$ cat config.mk
export PLATFORM = sky130hd
export DESIGN_NAME = i8080_frame_ctrl
export DESIGN_NICKNAME = d
export VERILOG_FILES = /design/src/rtl/i8080_frame_ctrl.sv
export SDC_FILE = /design/constraint.sdc
export NUM_CORES = 1
export LEC_CHECK = 0
export ABC_CLOCK_PERIOD_IN_PS = 2700
export CAP_MARGIN = 20
export CORE_MARGIN = 4
export CORE_UTILIZATION = 55
export CTS_BUF_LIST = sky130_fd_sc_hd__clkbuf_2 sky130_fd_sc_hd__clkbuf_4 sky130_fd_sc_hd__clkbuf_8
export CTS_CLUSTER_DIAMETER = 150
export DETAILED_ROUTE_END_ITERATION = 8
export GPL_TIMING_DRIVEN = 0
export PLACE_DENSITY = 0.72
export SYNTH_ARGS = -nofsm -noshare
export SYNTH_HDL_FRONTEND = slang
export SYNTH_SLANG_ARGS = --single-unit
$ cat constraint.sdc
create_clock -name CLK -period 2.7 [get_ports CLK]
set_input_delay 0.405 -clock CLK [delete_from_list [all_inputs] [get_ports CLK]]
set_output_delay 0.405 -clock CLK [all_outputs]
set_load 0.1 [all_outputs]
$ cat src/rtl/i8080_frame_ctrl.sv
// i8080 host write-bus decoder: MIPI-DBI command subset, RAMWR pixel streaming into the
// display FIFO and frame-end signalling. Optional dropped-byte counter via FIFO_OVF_CNT_EN.
module i8080_frame_ctrl #(
    parameter int unsigned SYNC_STAGES = 2,
    parameter int unsigned ADDR_W      = 10,
    parameter int unsigned H_RES       = 800,
    parameter int unsigned V_RES       = 480
) (
    input  logic       CLK,
    input  logic       nRST,
    input  logic       i8080_CS,
    input  logic       i8080_RS,
    input  logic       i8080_WR,
    input  logic [7:0] i8080_D,
    input  logic       FIFO_Full,
    output logic       FIFOWe,
    output logic [7:0] RGBData,
    output logic       FrameCtrl,
    output logic       LCD_BL,
    output logic       Busy,
    output logic       Overflow,
    output logic [7:0] OvfCnt
);

    localparam logic [ADDR_W-1:0] EC_RST = ADDR_W'(H_RES - 1);
    localparam logic [ADDR_W-1:0] EP_RST = ADDR_W'(V_RES - 1);

    typedef enum logic [1:0] {ST_IDLE, ST_CASET, ST_PASET, ST_RAMWR} state_t;

    state_t                      state;
    logic [SYNC_STAGES-1:0]      cs_sync, rs_sync, wr_sync;
    logic [SYNC_STAGES-1:0][7:0] d_sync;
    logic                        wr_q;
    logic [ADDR_W-1:0]           sc, ec, sp, ep, col, row;
    logic                        phase;
    logic [1:0]                  pcnt;
    logic [2:0][7:0]             prm;

    logic                        byte_ev_c, is_cmd_c, swreset_c;
    logic [7:0]                  byte_d_c;
    logic [ADDR_W-1:0]           p_start_c, p_end_c, p_end_cl_c;

    // Synchronizers idle high so reset release never looks like a selected WR rise
    always_ff @(posedge CLK or negedge nRST) begin
        if (!nRST) begin
            cs_sync <= '1;
            rs_sync <= '1;
            wr_sync <= '1;
            d_sync  <= '0;
            wr_q    <= 1'b1;
        end else begin
            cs_sync <= {cs_sync[SYNC_STAGES-2:0], i8080_CS};
            rs_sync <= {rs_sync[SYNC_STAGES-2:0], i8080_RS};
            wr_sync <= {wr_sync[SYNC_STAGES-2:0], i8080_WR};
            d_sync  <= {d_sync[SYNC_STAGES-2:0], i8080_D};
            wr_q    <= wr_sync[SYNC_STAGES-1];
        end
    end

    always_comb begin
        byte_ev_c  = wr_sync[SYNC_STAGES-1] & ~wr_q & ~cs_sync[SYNC_STAGES-1];
        is_cmd_c   = ~rs_sync[SYNC_STAGES-1];
        byte_d_c   = d_sync[SYNC_STAGES-1];
        swreset_c  = byte_ev_c & is_cmd_c & (byte_d_c == 8'h01);
        p_start_c  = ADDR_W'({prm[0], prm[1]});
        p_end_c    = ADDR_W'({prm[2], byte_d_c});
        p_end_cl_c = (p_end_c < p_start_c) ? p_start_c : p_end_c;
    end

    always_ff @(posedge CLK or negedge nRST) begin
        if (!nRST) begin
            state     <= ST_IDLE;
            sc        <= '0;
            ec        <= EC_RST;
            sp        <= '0;
            ep        <= EP_RST;
            col       <= '0;
            row       <= '0;
            phase     <= 1'b0;
            pcnt      <= '0;
            prm       <= '0;
            FIFOWe    <= 1'b0;
            RGBData   <= '0;
            FrameCtrl <= 1'b0;
            LCD_BL    <= 1'b0;
            Busy      <= 1'b0;
            Overflow  <= 1'b0;
        end else begin
            FIFOWe    <= 1'b0;
            FrameCtrl <= 1'b0;
            if (swreset_c) begin
                state    <= ST_IDLE;
                sc       <= '0;
                ec       <= EC_RST;
                sp       <= '0;
                ep       <= EP_RST;
                col      <= '0;
                row      <= '0;
                phase    <= 1'b0;
                pcnt     <= '0;
                prm      <= '0;
                RGBData  <= '0;
                LCD_BL   <= 1'b0;
                Busy     <= 1'b0;
                Overflow <= 1'b0;
            end else if (byte_ev_c && is_cmd_c) begin
                pcnt  <= '0;
                col   <= sc;
                row   <= sp;
                phase <= 1'b0;
                Busy  <= (byte_d_c == 8'h2C);
                case (byte_d_c)
                    8'h2A:   state <= ST_CASET;
                    8'h2B:   state <= ST_PASET;
                    8'h2C:   state <= ST_RAMWR;
                    8'h29: begin
                        state  <= ST_IDLE;
                        LCD_BL <= 1'b1;
                    end
                    8'h28: begin
                        state  <= ST_IDLE;
                        LCD_BL <= 1'b0;
                    end
                    default: state <= ST_IDLE;
                endcase
            end else if (byte_ev_c) begin
                case (state)
                    ST_CASET, ST_PASET: begin
                        if (pcnt == 2'd3) begin
                            if (state == ST_CASET) begin
                                sc <= p_start_c;
                                ec <= p_end_cl_c;
                            end else begin
                                sp <= p_start_c;
                                ep <= p_end_cl_c;
                            end
                            pcnt  <= '0;
                            state <= ST_IDLE;
                        end else begin
                            prm[pcnt] <= byte_d_c;
                            pcnt      <= pcnt + 2'd1;
                        end
                    end
                    ST_RAMWR: begin
                        if (FIFO_Full) begin
                            Overflow <= 1'b1;
                        end else begin
                            FIFOWe  <= 1'b1;
                            RGBData <= byte_d_c;
                        end
                        phase <= ~phase;
                        // Two bytes per pixel: position advances after the LO byte
                        if (phase) begin
                            if (col == ec) begin
                                col <= sc;
                                if (row == ep) begin
                                    FrameCtrl <= 1'b1;
                                    Busy      <= 1'b0;
                                    state     <= ST_IDLE;
                                end else begin
                                    row <= row + ADDR_W'(1);
                                end
                            end else begin
                                col <= col + ADDR_W'(1);
                            end
                        end
                    end
                    default: ;
                endcase
            end
        end
    end

`ifdef FIFO_OVF_CNT_EN
    logic [7:0] ovf_cnt;
    logic       drop_c;

    assign drop_c = byte_ev_c & ~is_cmd_c & (state == ST_RAMWR) & FIFO_Full;

    // Saturating count of pixel bytes lost to a full FIFO
    always_ff @(posedge CLK or negedge nRST) begin
        if (!nRST) begin
            ovf_cnt <= '0;
        end else if (swreset_c) begin
            ovf_cnt <= '0;
        end else if (drop_c && (ovf_cnt != 8'hFF)) begin
            ovf_cnt <= ovf_cnt + 8'd1;
        end
    end

    assign OvfCnt = ovf_cnt;
`else
    assign OvfCnt = 8'h00;
`endif

endmodule

**Word-level counts from Yosys, hierarchy flattened**

Index checks and enable logic that the tools add are counted.

- Equality and inequality tests: 21
- Reduce and logical (&&, ||, !) cells: 30
- Add/sub/neg operators: 3
- Order comparisons: 3
- Multiplexer cells: 96
- Bitwise gates (word level): 8

Operators with widths:

| operator | number |
|---|---|
| 10-bit two-way mux | 38 |
| 24-bit two-way mux | 5 |
| 8-bit two-way mux | 6 |
| 8-bit by 6-bit equality test with 1-bit output (second input constant) | 5 |
| 1-bit two-way mux | 30 |
| 24-bit bitwise mux | 1 |
| 2-bit two-way mux | 12 |
| 3-bit nonzero test | 7 |
| 10-bit by 1-bit adder with 10-bit output (second input constant) | 2 |
| 10-bit equality test | 2 |
| 5-bit AND reduction | 4 |
| 8-bit demux with 2-bit select | 1 |
| 4-bit inequality test (second input constant) | 4 |
| 2-bit nonzero test | 7 |
| 4-bit AND reduction | 3 |
| 10-bit less-than comparator | 1 |
| 8-bit by 1-bit equality test with 1-bit output (second input constant) | 1 |
| 2-bit equality test (second input constant) | 3 |
| 2-bit inequality test (second input constant) | 3 |
| 2-bit one-hot mux with 3 select lines | 1 |
| 2-bit AND reduction | 3 |
| 6-bit AND reduction | 1 |
| 1-bit AND | 4 |
| 1-bit inverter | 4 |
| other kinds (12) | 13 |

- Logic and storage cells: 185
- Input port bits: 14
- Register bits: 125
- Output and inout port bits: 21

**Depth between registers and ports, before layout**

- Depth in word-level cells: 10
- Gate-level depth with buffers: 9

**Worst setup path after synthesis**

No wires, ideal clock.

- Path type: register to register
- Start: register d_sync (netlist bit byte_d_c[7])
- End: register ep[5]
- Cell stages (with the launch flop): 9
- Data arrival time: 2.017 ns
- Setup time: 0.136 ns
- Setup slack: 0.547 ns
- Path through: dfrtp_1 -> ha_1 -> a21o_1 -> a21oi_1 -> o211ai_1 -> a31oi_2 -> buf_2 -> mux2i_1 -> o21ai_0

- Cells in the longest elaborated chain, start to end: 8
- Elaborated cells between the ends (all ways): 16

Ends and longest elaborated chain:

| item | RTL line | RTL |
|---|---|---|
| start, declared | 32 | `logic [SYNC_STAGES-1:0][7:0] d_sync;` |
| start signal, assigned | 55 | `d_sync <= {d_sync[SYNC_STAGES-2:0], i8080_D};` |
| 10-bit less-than comparator | 67 | `p_end_cl_c = (p_end_c < p_start_c) ? p_start_c : p_end_c;` |
| 10-bit two-way mux | 67 |  |
| 10-bit two-way mux | 130 | `if (state == ST_CASET) begin` |
| 10-bit two-way mux | 129 | `if (pcnt == 2'd3) begin` |
| 10-bit two-way mux | 127 | `case (state)` |
| 10-bit two-way mux | 126 | `end else if (byte_ev_c) begin` |
| 10-bit two-way mux | 106 | `end else if (byte_ev_c && is_cmd_c) begin` |
| 10-bit two-way mux | 91 | `if (swreset_c) begin` |
| end signal, assigned | 135 | `ep <= p_end_cl_c;` |
| end, declared | 34 | `logic [ADDR_W-1:0] sc, ec, sp, ep, col, row;` |

Parallel ways exist; a longest one is shown, timed or not. The select of a mux whose other input is x is not followed.
A chain may end at the register's enable or synchronous reset.

**Final worst setup path**

- Start: register wr_sync[1]
- End: register col[0]

- Cells in the longest elaborated chain, start to end: 6
- Elaborated cells between the ends (all ways): 11

Ends and longest elaborated chain:

| item | RTL line | RTL |
|---|---|---|
| start, declared | 31 | `logic [SYNC_STAGES-1:0] cs_sync, rs_sync, wr_sync;` |
| start signal, assigned | 54 | `wr_sync <= {wr_sync[SYNC_STAGES-2:0], i8080_WR};` |
| 1-bit AND (*) (2 in a row) | 61 | `byte_ev_c = wr_sync[SYNC_STAGES-1] & ~wr_q & ~cs_sync[SYNC_STAGES-1];` |
| 1-bit AND (2 in a row) | 64 | `swreset_c = byte_ev_c & is_cmd_c & (byte_d_c == 8'h01);` |
| 3-bit nonzero test (no line) | - |  |
| 3-bit AND reduction (no line) | - |  |
| end signal, assigned | 164 | `col <= col + ADDR_W'(1);` |
| end, declared | 34 |  |

Every way passes the cells marked *; elsewhere a longest branch is shown, timed or not.

==> flow_metrics.env <==
export IMPL_rows=36
export IMPL_synth_edff_count=0
export IMPL_min_period_ns=2.62
export IMPL_vias=4177
export IMPL_hold_viol=0
export IMPL_htree_num_levels=4
export IMPL_cts_max_path_buffers=2
export IMPL_endpoint_kind="flop"
export IMPL_drc=0
export IMPL_worstSetupPathType="reg -> reg"
export IMPL_critPathRequiredTime_ns=3.01
export IMPL_synth_most_common_cell="dfrtp_1"
export IMPL_synthArstFlopShare=1.00
export IMPL_crit_arrival_ns=2.93
export IMPL_cp_start_kind="flop"
export IMPL_grtUsageTotal=0.251
export IMPL_crit_fanout=10
export IMPL_min_path_type="in -> async"
export IMPL_cts_root_buf="clkbuf_8"
export IMPL_powerDensity_nw_per_um2=684
export IMPL_antenna_found_initial=0
export IMPL_die_width_um=108
export IMPL_p_sw_frac=0.342
export IMPL_max_freq_mhz=382
export IMPL_cts_hold_buf=0
export IMPL_synth_top_area_share=0.417
export IMPL_drt_iter0_drc=281
export IMPL_reg2reg_slack_ns=0.08
export IMPL_cts_buffers=17
export IMPL_synth_cell_types=54
export IMPL_postCtsSetupBuffers=0
export IMPL_yosysTopAreaCell="dfrtp_1"
export IMPL_drv_cap=0
export IMPL_dp_hpwl_um=9400
export IMPL_skew_ns=0.0128
export IMPL_path_clk_slew_ns=0.07
export IMPL_p_comb_frac=0.206
export IMPL_p_sw_mw=1.48
export IMPL_internal_power_mw=2.84
export IMPL_grt_start_max_net_pins=74
export IMPL_leakagePower_nw=2.75
export IMPL_routed_wl_um=13200
export IMPL_syn_area_per_cell_sq_um=10.3
export IMPL_grt_pass1_vias=4290
export IMPL_cts_repair_resized=0
export IMPL_die_h_um=108
export IMPL_dr_pass1_iters=5
export IMPL_post_route_period_util=0.969
export IMPL_design_die_area_sq_um=11600
export IMPL_finalSetupViolCount=0
export IMPL_grt_pass1_wl_um=21900
export IMPL_yosys_top_cells_area="dfrtp_1 (42%), dfstp_2 (11%), ha_1 (4.1%), nand2_1 (3.9%), a21oi_1 (3.7%)"
export IMPL_ys_warn_count=0
export IMPL_core_sq_um=9730
export IMPL_port_buffers=26
export IMPL_rsz0062_at_grt="true"
export IMPL_slew_viol_final=0
export IMPL_io_pin_count=35
export IMPL_power_frac_clock=0.350
export IMPL_cts_sinks=113
export IMPL_n_antenna_cell=0
export IMPL_vias_per_cell=5.73
export IMPL_yosys_top_cells_count="dfrtp_1 (91), nand2_1 (57), a21oi_1 (40)"
export IMPL_irDropWorstVdd_mv=0.676
export IMPL_synth_area_sq_um=5460
export IMPL_wl_per_cell_um=18.1
export IMPL_cts_tree="yes"
export IMPL_synth_seq_cells=113
export IMPL_synthCells=531
export IMPL_pwr_share_seq=0.444
export IMPL_start_util=0.561
export IMPL_fillers=819
export IMPL_yosysSeqAreaShare=0.523
export IMPL_synthToLayoutAreaGrowth_pct=15.8
export IMPL_place_congestion=0.870
export IMPL_layout_drive_gt1_share=0.159
export IMPL_status="complete, no violations"
export IMPL_clock_latency_ns=0.45
export IMPL_grt_overflow_total=0
export IMPL_final_area_sq_um=6320
export IMPL_placed_cell_area_sq_um=5930
export IMPL_slew_headroom=0.349
export IMPL_nets=615
export IMPL_synthFlopType="dfrtp_1"
export IMPL_postRouteAntennaNets=0
export IMPL_worst_pin_slew_ns=0.973
export IMPL_utilization=0.649
==> kinds of logic after synthesis <==
family,count (synthesis),synth area share
AO/OA/AOI/OAI,141,0.166
AND/OR/NAND/NOR,157,0.139
flip-flops,113,0.523
multiplexers,23,0.0438
adder cells (fa/ha/maj),18,0.0413
buffers and inverters,55,0.0497
XOR/XNOR,23,0.0369
other,1,0.000687
==> cells in the final DEF (no fill, tap or decap), types with 4 or more instances in the layout <==
master / netlist / final
a22o_1: 12 / 12
a22oi_1: 4 / 4
xnor2_1: 20 / 20
a2bb2oi_1: 6 / 6
o21ai_0: 36 / 36
ha_1: 18 / 18
nand2_1: 57 / 57
inv_6: 0 / 4
o31ai_1: 8 / 8
a31oi_1: 5 / 5
clkbuf_1: 13 / 11
clkbuf_8: 0 / 18
o21ai_1: 8 / 8
conb_1: 1 / 8
inv_1: 22 / 22
and3_1: 5 / 5
dfstp_2: 22 / 22
clkdlybuf4s50_1: 0 / 25
nor2_1: 26 / 26
mux2i_1: 16 / 15
dfrtp_1: 91 / 91
nand4_1: 8 / 8
mux2_2: 7 / 7
and2_1: 6 / 6
nand3_1: 27 / 27
nor3_1: 11 / 11
buf_2: 7 / 6
clkinv_4: 0 / 4
buf_4: 9 / 10
a21oi_1: 40 / 40
==> power by group through the flow <==
stage	clock network, mW	logic [mW]	registers, mW
CTS	1.55	0.882	1.91
floorplan	0	0.429	2.10
finish	1.51	0.892	1.92
global route	1.63	0.952	1.92
detailed placement	0	0.872	1.94
global placement	0	0.854	1.93
==> stage by stage <==
| step | hold slack, ns | setup TNS (ns) | cells | setup WS (ns) | power [mW] |
|---|---|---|---|---|---|
| final | 0.0779 | 0 | 729 | 0.0824 | 4.32 |
| after global routing | 0.142 | -0.566 | 729 | -0.0905 | 4.50 |
| after CTS | 0.105 | 0 | 730 | 0.0503 | 4.34 |
| after detailed placement | 0.335 | 0 | 698 | 0.0986 | 2.81 |
| after global placement | 0.332 | -306.54 | 697 | -2.98 | 2.79 |
| after floorplan | 0.109 | 0 | 538 | 0.547 | 2.53 |
==> per-layer routing <==
layer	GRT usage	wire (um)	vias to the layer above	part of all wire
met3	0.0564	610	35	0.046
li1	-	-	1967	-
met1	0.333	5850	2028	0.44
met5	0	0	-	0
met4	0.130	408	0	0.031
met2	0.386	6360	147	0.48
==> worst max-delay path: stages (launching register included) <==
cell and delay [ns]:
dfstp_2 0.54, nor3b_2 0.39, nand2_1 0.23, clkbuf_1 0.31
o21ai_1 0.70, nor2_1 0.08, o21ai_0 0.10, o21ai_0 0.13
==> final cells by class <==
type | instances | area (sq um) | share of cell area
timing repair buffer | 27 | 278 | 0.0440
clock buffer | 18 | 248 | 0.0392
multi-input combinational | 370 | 2370 | 0.375
buffer | 32 | 189 | 0.0299
inverter | 22 | 82.6 | 0.0131
clock inverter | 14 | 133 | 0.0210
tap | 133 | 166 | 0.0263
sequential | 113 | 2860 | 0.452
==> state kept, by name, indices dropped and copies added, names as in the netlist, 2 cells and up <==
name       count
p_start_c     10
cs_sync        2
sc            10
RGBData        8
pcnt           2
row           10
wr_sync        2
p_end_c        2
d_sync         8
state          2
ep            10
sp            10
col           10
rs_sync        2
byte_d_c       8
ec            10
==> path summary, 6_finish.rpt <==
path / from / end / cells after the start
hold / removal: nRST / col[8]$_DFFE_PN0P_ / 1
max in group asynchronous: nRST / cs_sync[1]$_DFF_PN1_ / 2
min in group CLK: d_sync[1]$_DFF_PN0_ / byte_d_c[1]$_DFF_PN0_ / 0
hold reg to reg: d_sync[1]$_DFF_PN0_ / byte_d_c[1]$_DFF_PN0_ / 0
setup / recovery: wr_sync[1]$_DFF_PN1_ / col[0]$_DFFE_PN0P_ / 7
setup reg to reg: wr_sync[1]$_DFF_PN1_ / col[0]$_DFFE_PN0P_ / 7
Note: power is estimated with default switching activity, not from simulation.
